`config.mk`:
```
export PLATFORM = sky130hd
export DESIGN_NAME = deserializer_flat
export DESIGN_NICKNAME = d
export VERILOG_FILES = /design/src/rtl/deserializer_if.sv /design/src/rtl/deserializer.sv /design/src/flat_wrapper.sv
export SDC_FILE = /design/constraint.sdc
export NUM_CORES = 1
export LEC_CHECK = 0
export CAP_MARGIN = 0
export CORE_MARGIN = 1.5
export CORE_UTILIZATION = 35
export CTS_CLUSTER_DIAMETER = 40
export DETAILED_ROUTE_END_ITERATION = 6
export GPL_TIMING_DRIVEN = 0
export PLACE_DENSITY = 0.61
export SLEW_MARGIN = 20
export SYNTH_ARGS = -nofsm -noshare
export SYNTH_HDL_FRONTEND = slang
export SYNTH_SLANG_ARGS = --single-unit
export TNS_END_PERCENT = 20
```
`constraint.sdc`:
```
create_clock -name clk_i -period 3.1 [get_ports clk_i]
set_input_delay 0.775 -clock clk_i [delete_from_list [all_inputs] [get_ports clk_i]]
set_output_delay 0.775 -clock clk_i [all_outputs]
set_load 0.1 [all_outputs]
```
`src/rtl/deserializer_if.sv`:
```
// ---------------------------------------------------------------------------
// deserializer_if
//   Bundles the serial input and parallel output signals of the deserializer.
//   Signal names match the deserializer port names.
//
//   Signals:
//     ser_data_i        serial data bit, MSB of the word first
//     ser_data_val_i    qualifies ser_data_i, one bit per high cycle
//     deser_data_o      assembled, left-aligned word
//     deser_data_mod_o  number of valid bits in deser_data_o (0 = all valid)
//     deser_data_val_o  one-cycle pulse qualifying deser_data_o/_mod_o
//     busy_o            high while a burst is partially collected
//
//   Modports:
//     master  serial source side (drives serial input, observes outputs)
//     slave   deserializer side
// ---------------------------------------------------------------------------
interface deserializer_if #(
  parameter int unsigned DATA_BUS_WIDTH = 16,
  parameter int unsigned DATA_MOD_WIDTH = 4
);

  logic                      ser_data_i;
  logic                      ser_data_val_i;
  logic [DATA_BUS_WIDTH-1:0] deser_data_o;
  logic [DATA_MOD_WIDTH-1:0] deser_data_mod_o;
  logic                      deser_data_val_o;
  logic                      busy_o;

  modport master (
    output ser_data_i,
    output ser_data_val_i,
    input  deser_data_o,
    input  deser_data_mod_o,
    input  deser_data_val_o,
    input  busy_o
  );

  modport slave (
    input  ser_data_i,
    input  ser_data_val_i,
    output deser_data_o,
    output deser_data_mod_o,
    output deser_data_val_o,
    output busy_o
  );

endinterface

```
`src/rtl/deserializer.sv`:
```
// ---------------------------------------------------------------------------
// deserializer
//   Collects an MSB-first serial bit stream into left-aligned parallel words.
//   A burst is a run of consecutive cycles with ser_data_val_i high, capped at
//   DATA_BUS_WIDTH bits. A full burst is emitted with mod 0; a burst that ends
//   early with at least 3 bits is emitted with mod = bit count; shorter bursts
//   are dropped. Output pulses one cycle after the last accepted bit (full
//   word) or after the terminating low-valid cycle (partial word).
//
//   Ports:
//     clk_i   single clock, rising edge
//     srst_i  synchronous active-high reset
//     bus     deserializer_if.slave (serial input, parallel output, busy)
// ---------------------------------------------------------------------------
module deserializer #(
  parameter int unsigned DATA_BUS_WIDTH = 16,
  parameter int unsigned DATA_MOD_WIDTH = 4
) (
  input  logic           clk_i,
  input  logic           srst_i,
  deserializer_if.slave  bus
);

  if (DATA_BUS_WIDTH != 2**DATA_MOD_WIDTH) begin : g_param_check
    $error("deserializer: DATA_BUS_WIDTH must equal 2**DATA_MOD_WIDTH");
  end

  typedef enum logic {
    IDLE_S,
    RECV_S
  } state_t;

  localparam logic [DATA_MOD_WIDTH:0] CNT_LAST = (DATA_MOD_WIDTH+1)'(DATA_BUS_WIDTH - 1);
  localparam logic [DATA_MOD_WIDTH:0] CNT_MIN  = (DATA_MOD_WIDTH+1)'(3);

  state_t                    state;
  logic [DATA_MOD_WIDTH:0]   bit_cnt;
  logic [DATA_BUS_WIDTH-1:0] shift_reg;
  logic [DATA_BUS_WIDTH-1:0] word_next;
  logic [DATA_MOD_WIDTH-1:0] bit_idx;

  logic [DATA_BUS_WIDTH-1:0] data_q;
  logic [DATA_MOD_WIDTH-1:0] mod_q;
  logic                      val_q;

  // Bit k (1-based) lands at index W-k; with W a power of two, W-1-cnt is
  // simply the bitwise inverse of the low count bits.
  assign bit_idx = ~bit_cnt[DATA_MOD_WIDTH-1:0];

  // The word as it would look with the current serial bit inserted. A new
  // burst starts from zero so unused low bits of a partial word read as 0.
  always_comb begin
    // NOTE: full default first so every path assigns word_next -- no latch.
    word_next          = (state == RECV_S) ? shift_reg : '0;
    word_next[bit_idx] = bus.ser_data_i;
  end

  // NOTE: the assembly register carries no reset; every burst rebuilds it
  // from zero on its first bit, so its contents before that never matter.
  always_ff @(posedge clk_i) begin
    if (bus.ser_data_val_i) begin
      shift_reg <= word_next;
    end
  end

  // NOTE: non-blocking assignments throughout, so every register samples the
  // pre-edge value of every other register regardless of statement order.
  always_ff @(posedge clk_i) begin
    if (srst_i) begin
      state   <= IDLE_S;
      bit_cnt <= '0;
      data_q  <= '0;
      mod_q   <= '0;
      val_q   <= 1'b0;
    end else begin
      val_q <= 1'b0;
      case (state)
        IDLE_S: begin
          if (bus.ser_data_val_i) begin
            bit_cnt <= (DATA_MOD_WIDTH+1)'(1);
            state   <= RECV_S;
          end
        end
        RECV_S: begin
          if (bus.ser_data_val_i) begin
            if (bit_cnt == CNT_LAST) begin
              // Full word: emit now and drop back to IDLE_S so a still-high
              // valid next cycle starts the next word without a gap.
              data_q  <= word_next;
              mod_q   <= '0;
              val_q   <= 1'b1;
              bit_cnt <= '0;
              state   <= IDLE_S;
            end else begin
              bit_cnt <= bit_cnt + 1'b1;
            end
          end else begin
            // Burst ended early; runs shorter than 3 bits are discarded.
            if (bit_cnt >= CNT_MIN) begin
              data_q <= shift_reg;
              mod_q  <= bit_cnt[DATA_MOD_WIDTH-1:0];
              val_q  <= 1'b1;
            end
            bit_cnt <= '0;
            state   <= IDLE_S;
          end
        end
        default: begin
          bit_cnt <= '0;
          state   <= IDLE_S;
        end
      endcase
    end
  end

  assign bus.deser_data_o     = data_q;
  assign bus.deser_data_mod_o = mod_q;
  assign bus.deser_data_val_o = val_q;
  assign bus.busy_o           = (bit_cnt != '0);

endmodule

```
`src/flat_wrapper.sv`:
```
// flat-port wrapper written by rule: the top's interface ports become plain ports
module deserializer_flat 
#(
  parameter int unsigned DATA_BUS_WIDTH = 16,
  parameter int unsigned DATA_MOD_WIDTH = 4
)
  (clk_i, srst_i, bus_ser_data_i, bus_ser_data_val_i, bus_deser_data_o, bus_deser_data_mod_o, bus_deser_data_val_o, bus_busy_o);
  deserializer_if #(.DATA_BUS_WIDTH(DATA_BUS_WIDTH), .DATA_MOD_WIDTH(DATA_MOD_WIDTH)) bus_i ();
  input  logic clk_i;
  input  logic srst_i;
  input wire logic [$bits(bus_i.ser_data_i)-1:0] bus_ser_data_i;
  input wire logic [$bits(bus_i.ser_data_val_i)-1:0] bus_ser_data_val_i;
  output wire logic [$bits(bus_i.deser_data_o)-1:0] bus_deser_data_o;
  output wire logic [$bits(bus_i.deser_data_mod_o)-1:0] bus_deser_data_mod_o;
  output wire logic [$bits(bus_i.deser_data_val_o)-1:0] bus_deser_data_val_o;
  output wire logic [$bits(bus_i.busy_o)-1:0] bus_busy_o;
  assign bus_i.ser_data_i = bus_ser_data_i;
  assign bus_i.ser_data_val_i = bus_ser_data_val_i;
  assign bus_deser_data_o = bus_i.deser_data_o;
  assign bus_deser_data_mod_o = bus_i.deser_data_mod_o;
  assign bus_deser_data_val_o = bus_i.deser_data_val_o;
  assign bus_busy_o = bus_i.busy_o;
  deserializer #(.DATA_BUS_WIDTH(DATA_BUS_WIDTH), .DATA_MOD_WIDTH(DATA_MOD_WIDTH)) u_core (.clk_i(clk_i), .srst_i(srst_i), .bus(bus_i));
endmodule
```
==> insert_results.sql, run 1 <==
INSERT INTO impl_metrics (metric_group, metric, value, unit) VALUES
('outcome', 'outcome', 'finished clean', ''),
('sta', 'max_slew_margin', '35.5', '%'),
('drt', 'routed_wl', '5080', 'um'),
('floorplan', 'pin_count', '26', ''),
('clock_tree', 'cts-root-buf', 'sky130_fd_sc_hd__clkbuf_8', ''),
('floorplan', 'fp.dieArea', '0.00674', 'mm2'),
('worst_setup_path', 'setup.worst_path.start_class', 'flip-flop', ''),
('min_path', 'hold_path_class', 'flip-flop to flip-flop', ''),
('layout', 'postLayoutCoreUtil', '43.5', '%'),
('placement', 'place.port_buffers', '24', ''),
('drt', 'drt_pre_antenna_iters', '4', ''),
('synth', 'yosys.cell_types.count', '39', ''),
('power_and_ir_drop', 'total_leakage_power', '0.956', 'nW'),
('worst_setup_path', 'reg2reg_end', 'u_core.bus.deser_data_o[15]', ''),
('synth', 'ys_dominant_reg_cell', 'sky130_fd_sc_hd__dfxtp_1', ''),
('worst_setup_path', 'crit_slowest_cell', 'sky130_fd_sc_hd__clkdlybuf4s15_2', ''),
('power_and_ir_drop', 'netSwitchingFraction', '26.8', '%'),
('layout', 'drive_above_1_share', '15.5', '%'),
('worst_setup_path', 'cp_max_fo', '9', ''),
('placement', 'dp.cells', '312', ''),
('drt', 'routed-via-count', '1759', ''),
('synth', 'synth-edff-count', '16', ''),
('power_and_ir_drop', 'power.internal', '0.808', 'mW'),
('synth', 'synth_area', '0.00219', 'mm2'),
('clock_tree', 'clock_path_buffers', '2', ''),
('clock_tree', 'post-cts-setup-buffers', '0', ''),
('sta', 'fin_crit', '2.84', 'ns'),
('synth', 'syn_area_per_cell', '10.3', 'um2'),
('power_and_ir_drop', 'power.switching', '0.295', 'mW'),
('placement', 'place.gp.congestion', '0.777', ''),
('synth', 'count_of_yosys_warnings_during_synthesis', '0', ''),
('sta', 'finalHoldViolCount', '0', ''),
('synth', 'synthesis_stage_register_bit_count', '43', ''),
('layout', 'fin_cells', '320', ''),
('drt', 'avgRoutedWirePerCell', '15.9', 'um'),
('clock_tree', 'clk-insertion-delay-late', '0.30', 'ns'),
('worst_setup_path', 'reg2reg_from', 'u_core.bit_cnt[0]', ''),
('clock_tree', 'number_of_cts_inserted_buffers', '5', ''),
('sta', 'grt_setup_unrepaired', 'no', ''),
('power_and_ir_drop', 'p_seq_share', '55.7', '%'),
('clock_tree', 'clock_tree_from_tritoncts', 'yes', ''),
('synth', 'yosys.area.top_type', 'sky130_fd_sc_hd__dfxtp_1', ''),
('clock_tree', 'cts.htree.levels', '2', ''),
('power_and_ir_drop', 'p_clk_share', '31.4', '%'),
('clock_tree', 'clkSinkCount', '43', ''),
('layout', 'n_antenna_cell', '0', ''),
('clock_tree', 'clk_pin_slew_worst_paths', '0.08', 'ns'),
('sta', 'setup_clock_skew_after_layout', '0.00998', 'ns'),
('power_and_ir_drop', 'total_power_divided_by_cell_area', '424', 'mW/mm2'),
('global_routing', 'gr-usage-all-layers', '17.0', '%'),
('layout', 'final_cell_mix', 'sky130_fd_sc_hd__dfxtp_1 (27), sky130_fd_sc_hd__clkdlybuf4s50_1 (22), sky130_fd_sc_hd__nor2b_1 (16), sky130_fd_sc_hd__edfxtp_1 (16)', ''),
('sta', 'maxSlewViolCount', '0', ''),
('clock_tree', 'postCtsResizedCells', '3', ''),
('worst_setup_path', 'timing.critical_path.arrival', '2.06', 'ns'),
('worst_setup_path', 'worstPathCellList', 'inv_1 -> ha_1 -> nor3b_2 -> nand2b_1 -> clkdlybuf4s15_2', ''),
('global_routing', 'globalRouteOverflowTotal', '0', ''),
('synth', 'synth_nets', '221', ''),
('global_routing', 'grt_pass1_vias', '1637', ''),
('min_path', 'hold_path_depth', '1', ''),
('min_path', 'hold_path.startpoint', 'u_core.bus.deser_data_o[12]', ''),
('clock_tree', 'cts_hold_buffers', '0', ''),
('layout', 'leading_cell_type_in_the_layout_fill_and_taps_excluded', 'sky130_fd_sc_hd__dfxtp_1', ''),
('power_and_ir_drop', 'p_comb_share', '13.0', '%'),
('floorplan', 'die-width', '82.1', 'um'),
('placement', 'half_perimeter_wire_length_after_placement', '3430', 'um'),
('synth', 'synthArstFlopShare', '0', '%'),
('sta', 'final_report_setup_violation_count', '0', ''),
('power_and_ir_drop', 'ir_worst_vdd', '168', 'uV'),
('synth', 'sequential_element_share_of_the_synthesized_area', '46.7', '%'),
('global_routing', 'grt_antenna_before_repair', '0', ''),
('worst_setup_path', 'r2r_setup_slack', '1.19', 'ns');
cells in the mapped netlist, types with 6 or more instances:
master / n
sky130_fd_sc_hd__o21bai_1: 7
sky130_fd_sc_hd__and3_1: 14
sky130_fd_sc_hd__a31o_2: 7
sky130_fd_sc_hd__nand2_1: 12
sky130_fd_sc_hd__inv_1: 6
sky130_fd_sc_hd__dfxtp_1: 27
sky130_fd_sc_hd__o2bb2ai_2: 9
sky130_fd_sc_hd__nor2_1: 13
sky130_fd_sc_hd__nor2b_1: 16
sky130_fd_sc_hd__o2bb2ai_1: 7
sky130_fd_sc_hd__a21oi_1: 9
sky130_fd_sc_hd__edfxtp_1: 16
sky130_fd_sc_hd__nor3_1: 14
final cells by class:
cell class	count	area, um2
Clock buffer	8	80.1
Fill cell	594	3390
Buffer	13	72.6
Multi-Input combinational cell	151	1080
Timing Repair Buffer	24	236
Tap cell	75	93.8
Sequential cell	43	1020
Inverter	6	22.5
how the worst max path moves through the flow:
stage | startpoint | slack [ns] | depth (start not counted) | to
floorplan | u_core.bit_cnt[0] | 0.65 | 4 | bus_busy_o
global placement | u_core.bit_cnt[0] | -0.01 | 5 | bus_busy_o
detailed placement | u_core.bit_cnt[0] | -0.006 | 5 | bus_busy_o
CTS | u_core.bit_cnt[0] | 0.15 | 5 | bus_busy_o
global route | u_core.bit_cnt[0] | 0.14 | 5 | bus_busy_o
finish | u_core.bit_cnt[0] | 0.26 | 5 | bus_busy_o
stage by stage:
step | setup WS (ns) | TNS, ns | instance area (um2) | hold slack [ns] | power (mW)
2_1_floorplan | 0.647 | 0 | 2190 | 0.505 | 0.730
3_3_place_gp | -0.0125 | -0.0134 | 2520 | 0.448 | 0.770
3_5_place_dp | -0.00582 | -0.00582 | 2520 | 0.445 | 0.772
4_1_cts | 0.150 | 0 | 2600 | 0.469 | 1.12
5_1_grt | 0.138 | 0 | 2600 | 0.489 | 1.16
6_report | 0.262 | 0 | 2600 | 0.463 | 1.10
worst max-delay path: cells and delay by family, from the launching register on:
kind | cells | cell delay, ns
adders and majority gates | 1 | 0.31
and+or+nand+nor | 2 | 0.30
buffers and inverters | 2 | 0.66
DFF | 1 | 0.50
cells by family after synthesis:
| family | after synthesis | share of synthesized area [%] |
|---|---|---|
| compound gates | 56 | 22.8 |
| fa+ha+maj | 4 | 2.29 |
| buf+inv | 19 | 4.35 |
| flops | 43 | 46.7 |
| simple gates | 91 | 23.9 |
metal layers:
metal,routed length (um),global-route usage [%]
met1,2380,23.4
met3,206,3.78
met4,60,8.14
met2,2430,25.2
met5,0,0
power groups by stage:
stage	logic, mW	registers (mW)	clock network, mW
finish	0.143	0.614	0.346
global route	0.155	0.616	0.389
CTS	0.145	0.614	0.359
detailed placement	0.145	0.627	0
global placement	0.144	0.626	0
floorplan	0.0829	0.647	0
Power figures use the tool's default switching activity.
==> inputs of run 2 (changes only) <==
Settings changed: CORE_MARGIN 1.5 to 2.
==> insert_results.sql, run 2 (synthesis results as in run 1) <==
INSERT INTO impl_metrics (metric_group, metric, value, unit) VALUES
('global_routing', 'gr-usage-all-layers', '15.2', '%'),
('worst_setup_path', 'kind_of_critical_path', 'flip-flop to output port', ''),
('global_routing', 'grt_start_max_net_pins', '25', ''),
('floorplan', 'die-width', '83.1', 'um'),
('sta', 'finalHoldViolCount', '0', ''),
('clock_tree', 'cts.htree.levels', '2', ''),
('worst_setup_path', 'worstPathCellList', 'inv_1 -> ha_1 -> nor3b_2 -> nand2b_1 -> clkdlybuf4s15_2', ''),
('sta', 'maxSlewViolCount', '0', ''),
('worst_setup_path', 'timing.critical_path.arrival', '2.08', 'ns'),
('layout', 'postLayoutCoreUtil', '43.5', '%'),
('power_and_ir_drop', 'ir_worst_vdd', '194', 'uV'),
('clock_tree', 'cts_hold_buffers', '0', ''),
('placement', 'half_perimeter_wire_length_after_placement', '3420', 'um'),
('drt', 'avgRoutedWirePerCell', '16.1', 'um'),
('worst_setup_path', 'setup.worst_path.start_class', 'flip-flop', ''),
('run', 'timing.max_cap.violations', '0', ''),
('drt', 'viasPerCell', '5.50', ''),
('worst_setup_path', 'crit_family', 'buffers and inverters', ''),
('floorplan', 'fp.dieH', '83.1', 'um'),
('layout', 'final_cell_mix', 'sky130_fd_sc_hd__dfxtp_1 (27), sky130_fd_sc_hd__clkdlybuf4s50_1 (22), sky130_fd_sc_hd__nor2b_1 (16), sky130_fd_sc_hd__edfxtp_1 (16)', ''),
('min_path', 'worstHoldEndpoint', 'u_core.bus.deser_data_o[14]', ''),
('placement', 'dpl-instance-area', '0.00252', 'mm2'),
('clock_tree', 'clock_path_buffers', '2', ''),
('global_routing', 'globalRouteOverflowTotal', '0', ''),
('drt', 'routed-via-count', '1760', ''),
('drt', 'drt_iter0_drc', '139', ''),
('placement', 'place.gp.congestion', '0.789', ''),
('sta', 'period_share', '92.1', '%'),
('power_and_ir_drop', 'total_power_divided_by_cell_area', '424', 'mW/mm2'),
('min_path', 'hold_path.startpoint', 'u_core.bus.deser_data_o[14]', ''),
('min_path', 'hold_path_class', 'flip-flop to flip-flop', ''),
('worst_setup_path', 'timing.critical_path.to_type', 'output port', ''),
('floorplan', 'rows', '28', ''),
('worst_setup_path', 'r2r_setup_slack', '1.14', 'ns'),
('clock_tree', 'cts-root-buf', 'sky130_fd_sc_hd__clkbuf_8', ''),
('sta', 'setup_slack', '0.245', 'ns'),
('worst_setup_path', 'slowest_delay', '0.55', 'ns'),
('worst_setup_path', 'reg2reg_end', 'u_core.bus.deser_data_o[15]', ''),
('clock_tree', 'post-cts-setup-buffers', '0', ''),
('min_path', 'hold_path_depth', '1', ''),
('drt', 'drt_pre_antenna_iters', '4', ''),
('drt', 'drcViolationCount', '0', ''),
('placement', 'pre_cts_ws', '-0.0513', 'ns'),
('layout', 'n_antenna_cell', '0', ''),
('layout', 'finish.net_count', '252', ''),
('layout', 'area_growth', '19.0', '%'),
('clock_tree', 'clk-insertion-delay-late', '0.29', 'ns'),
('sta', 'final_report_setup_violation_count', '0', ''),
('clock_tree', 'clkSinkCount', '43', ''),
('clock_tree', 'number_of_cts_inserted_buffers', '5', ''),
('sta', 'setup_clock_skew_after_layout', '0.00400', 'ns'),
('floorplan', 'core_region_area', '0.00599', 'mm2'),
('global_routing', 'wire_length_of_the_first_global_routing_pass', '8410', 'um'),
('layout', 'drive_above_1_share', '15.5', '%'),
('sta', 'max_slew_margin', '35.4', '%'),
('sta', 'fmaxAchievable', '0.350', 'GHz'),
('worst_setup_path', 'cp_max_fo', '9', ''),
('global_routing', 'grt_antenna_before_repair', '0', ''),
('layout', 'design_area', '0.00260', 'mm2'),
('clock_tree', 'clock_tree_from_tritoncts', 'yes', ''),
('sta', 'fin_crit', '2.86', 'ns'),
('drt', 'routed_wl', '5140', 'um'),
('floorplan', 'pin_count', '26', ''),
('clock_tree', 'clk_pin_slew_worst_paths', '0.08', 'ns'),
('floorplan', 'initial_utilization', '36.5', '%'),
('worst_setup_path', 'critical_path_buf_inv_count', '2', ''),
('outcome', 'outcome', 'finished clean', ''),
('placement', 'dp.cells', '312', ''),
('worst_setup_path', 'worst-r2r-cell-count', '6', ''),
('layout', 'final.fill_count', '579', ''),
('worst_setup_path', 'reg2reg_from', 'u_core.bit_cnt[0]', ''),
('worst_setup_path', 'crit_slowest_cell', 'sky130_fd_sc_hd__clkdlybuf4s15_2', ''),
('sta', 'max_slew.worst_pin.slew', '0.966', 'ns'),
('layout', 'leading_cell_type_in_the_layout_fill_and_taps_excluded', 'sky130_fd_sc_hd__dfxtp_1', ''),
('floorplan', 'fp.dieArea', '0.00690', 'mm2'),
('worst_setup_path', 'required', '2.32', 'ns'),
('power_and_ir_drop', 'total_leakage_power', '0.956', 'nW'),
('global_routing', 'grt_pass1_vias', '1683', ''),
('layout', 'fin_cells', '320', ''),
('sta', 'grt_setup_unrepaired', 'no', ''),
('worst_setup_path', 'critical_path_depth', '5', ''),
('placement', 'place.port_buffers', '24', ''),
('drt', 'drt.antenna.violating_nets', '0', '');
[run 2: cell counts in the layout (fill, tap and decap cells not counted)]
Identical to the previous run, type by type.
[run 2: worst max path at each step]
stage          slack (ns)          to               from
2_1_floorplan        0.65  bus_busy_o  u_core.bit_cnt[0]
3_3_place_gp      -0.0006  bus_busy_o  u_core.bit_cnt[0]
3_5_place_dp        -0.05  bus_busy_o  u_core.bit_cnt[0]
4_1_cts              0.10  bus_busy_o  u_core.bit_cnt[0]
5_1_grt              0.11  bus_busy_o  u_core.bit_cnt[0]
6_report             0.24  bus_busy_o  u_core.bit_cnt[0]
[run 2: cell type report]
type / count / area (um2) / area share [%]
inverter: 6 / 22.5 / 0.865
multi-input combinational: 151 / 1080 / 41.4
tap: 75 / 93.8 / 3.60
sequential: 43 / 1020 / 39.2
clock buffer: 8 / 80.1 / 3.08
buffer: 13 / 72.6 / 2.79
timing repair buffer: 24 / 236 / 9.08
[run 2: per-stage QoR]
step	power, mW	hold slack, ns	TNS, ns
global placement	0.770	0.449	-0.000553
global route	1.15	0.490	0
detailed placement	0.771	0.453	-0.0513
floorplan	0.730	0.505	0
finish	1.11	0.474	0
CTS	1.11	0.474	0
[run 2: what timing repair did]
item,in CTS,in global routing
resized for setup,3,1
setup endpoints to repair,1,1
hold endpoints to repair,0,0
[run 2: worst reg2reg max path, delay by kind of cell, from the launching register on]
family / cells / cell delay [ns]
buffers and inverters: 1 / 0.31
DFF: 1 / 0.51
and+or+nand+nor: 3 / 0.66
AOI/OAI and AO/OA: 1 / 0.12
adders and majority gates: 1 / 0.29
[run 2: where the power goes]
part / switching, mW / internal [mW] / total, mW
combinational: 0.0987 / 0.0445 / 0.143
clock: 0.188 / 0.160 / 0.348
sequential: 0.0111 / 0.603 / 0.614
[run 2: routing by layer]
| layer | wire (um) | part of all wire (%) | up-vias | GRT usage, % |
|---|---|---|---|---|
| met1 | 2310 | 45 | 852 | 19.9 |
| met2 | 2460 | 48 | 52 | 23.9 |
| met3 | 282 | 5.5 | 6 | 2.68 |
| met5 | 0 | 0 | - | 0 |
| met4 | 85 | 1.7 | 0 | 7.75 |
| li1 | - | - | 850 | - |
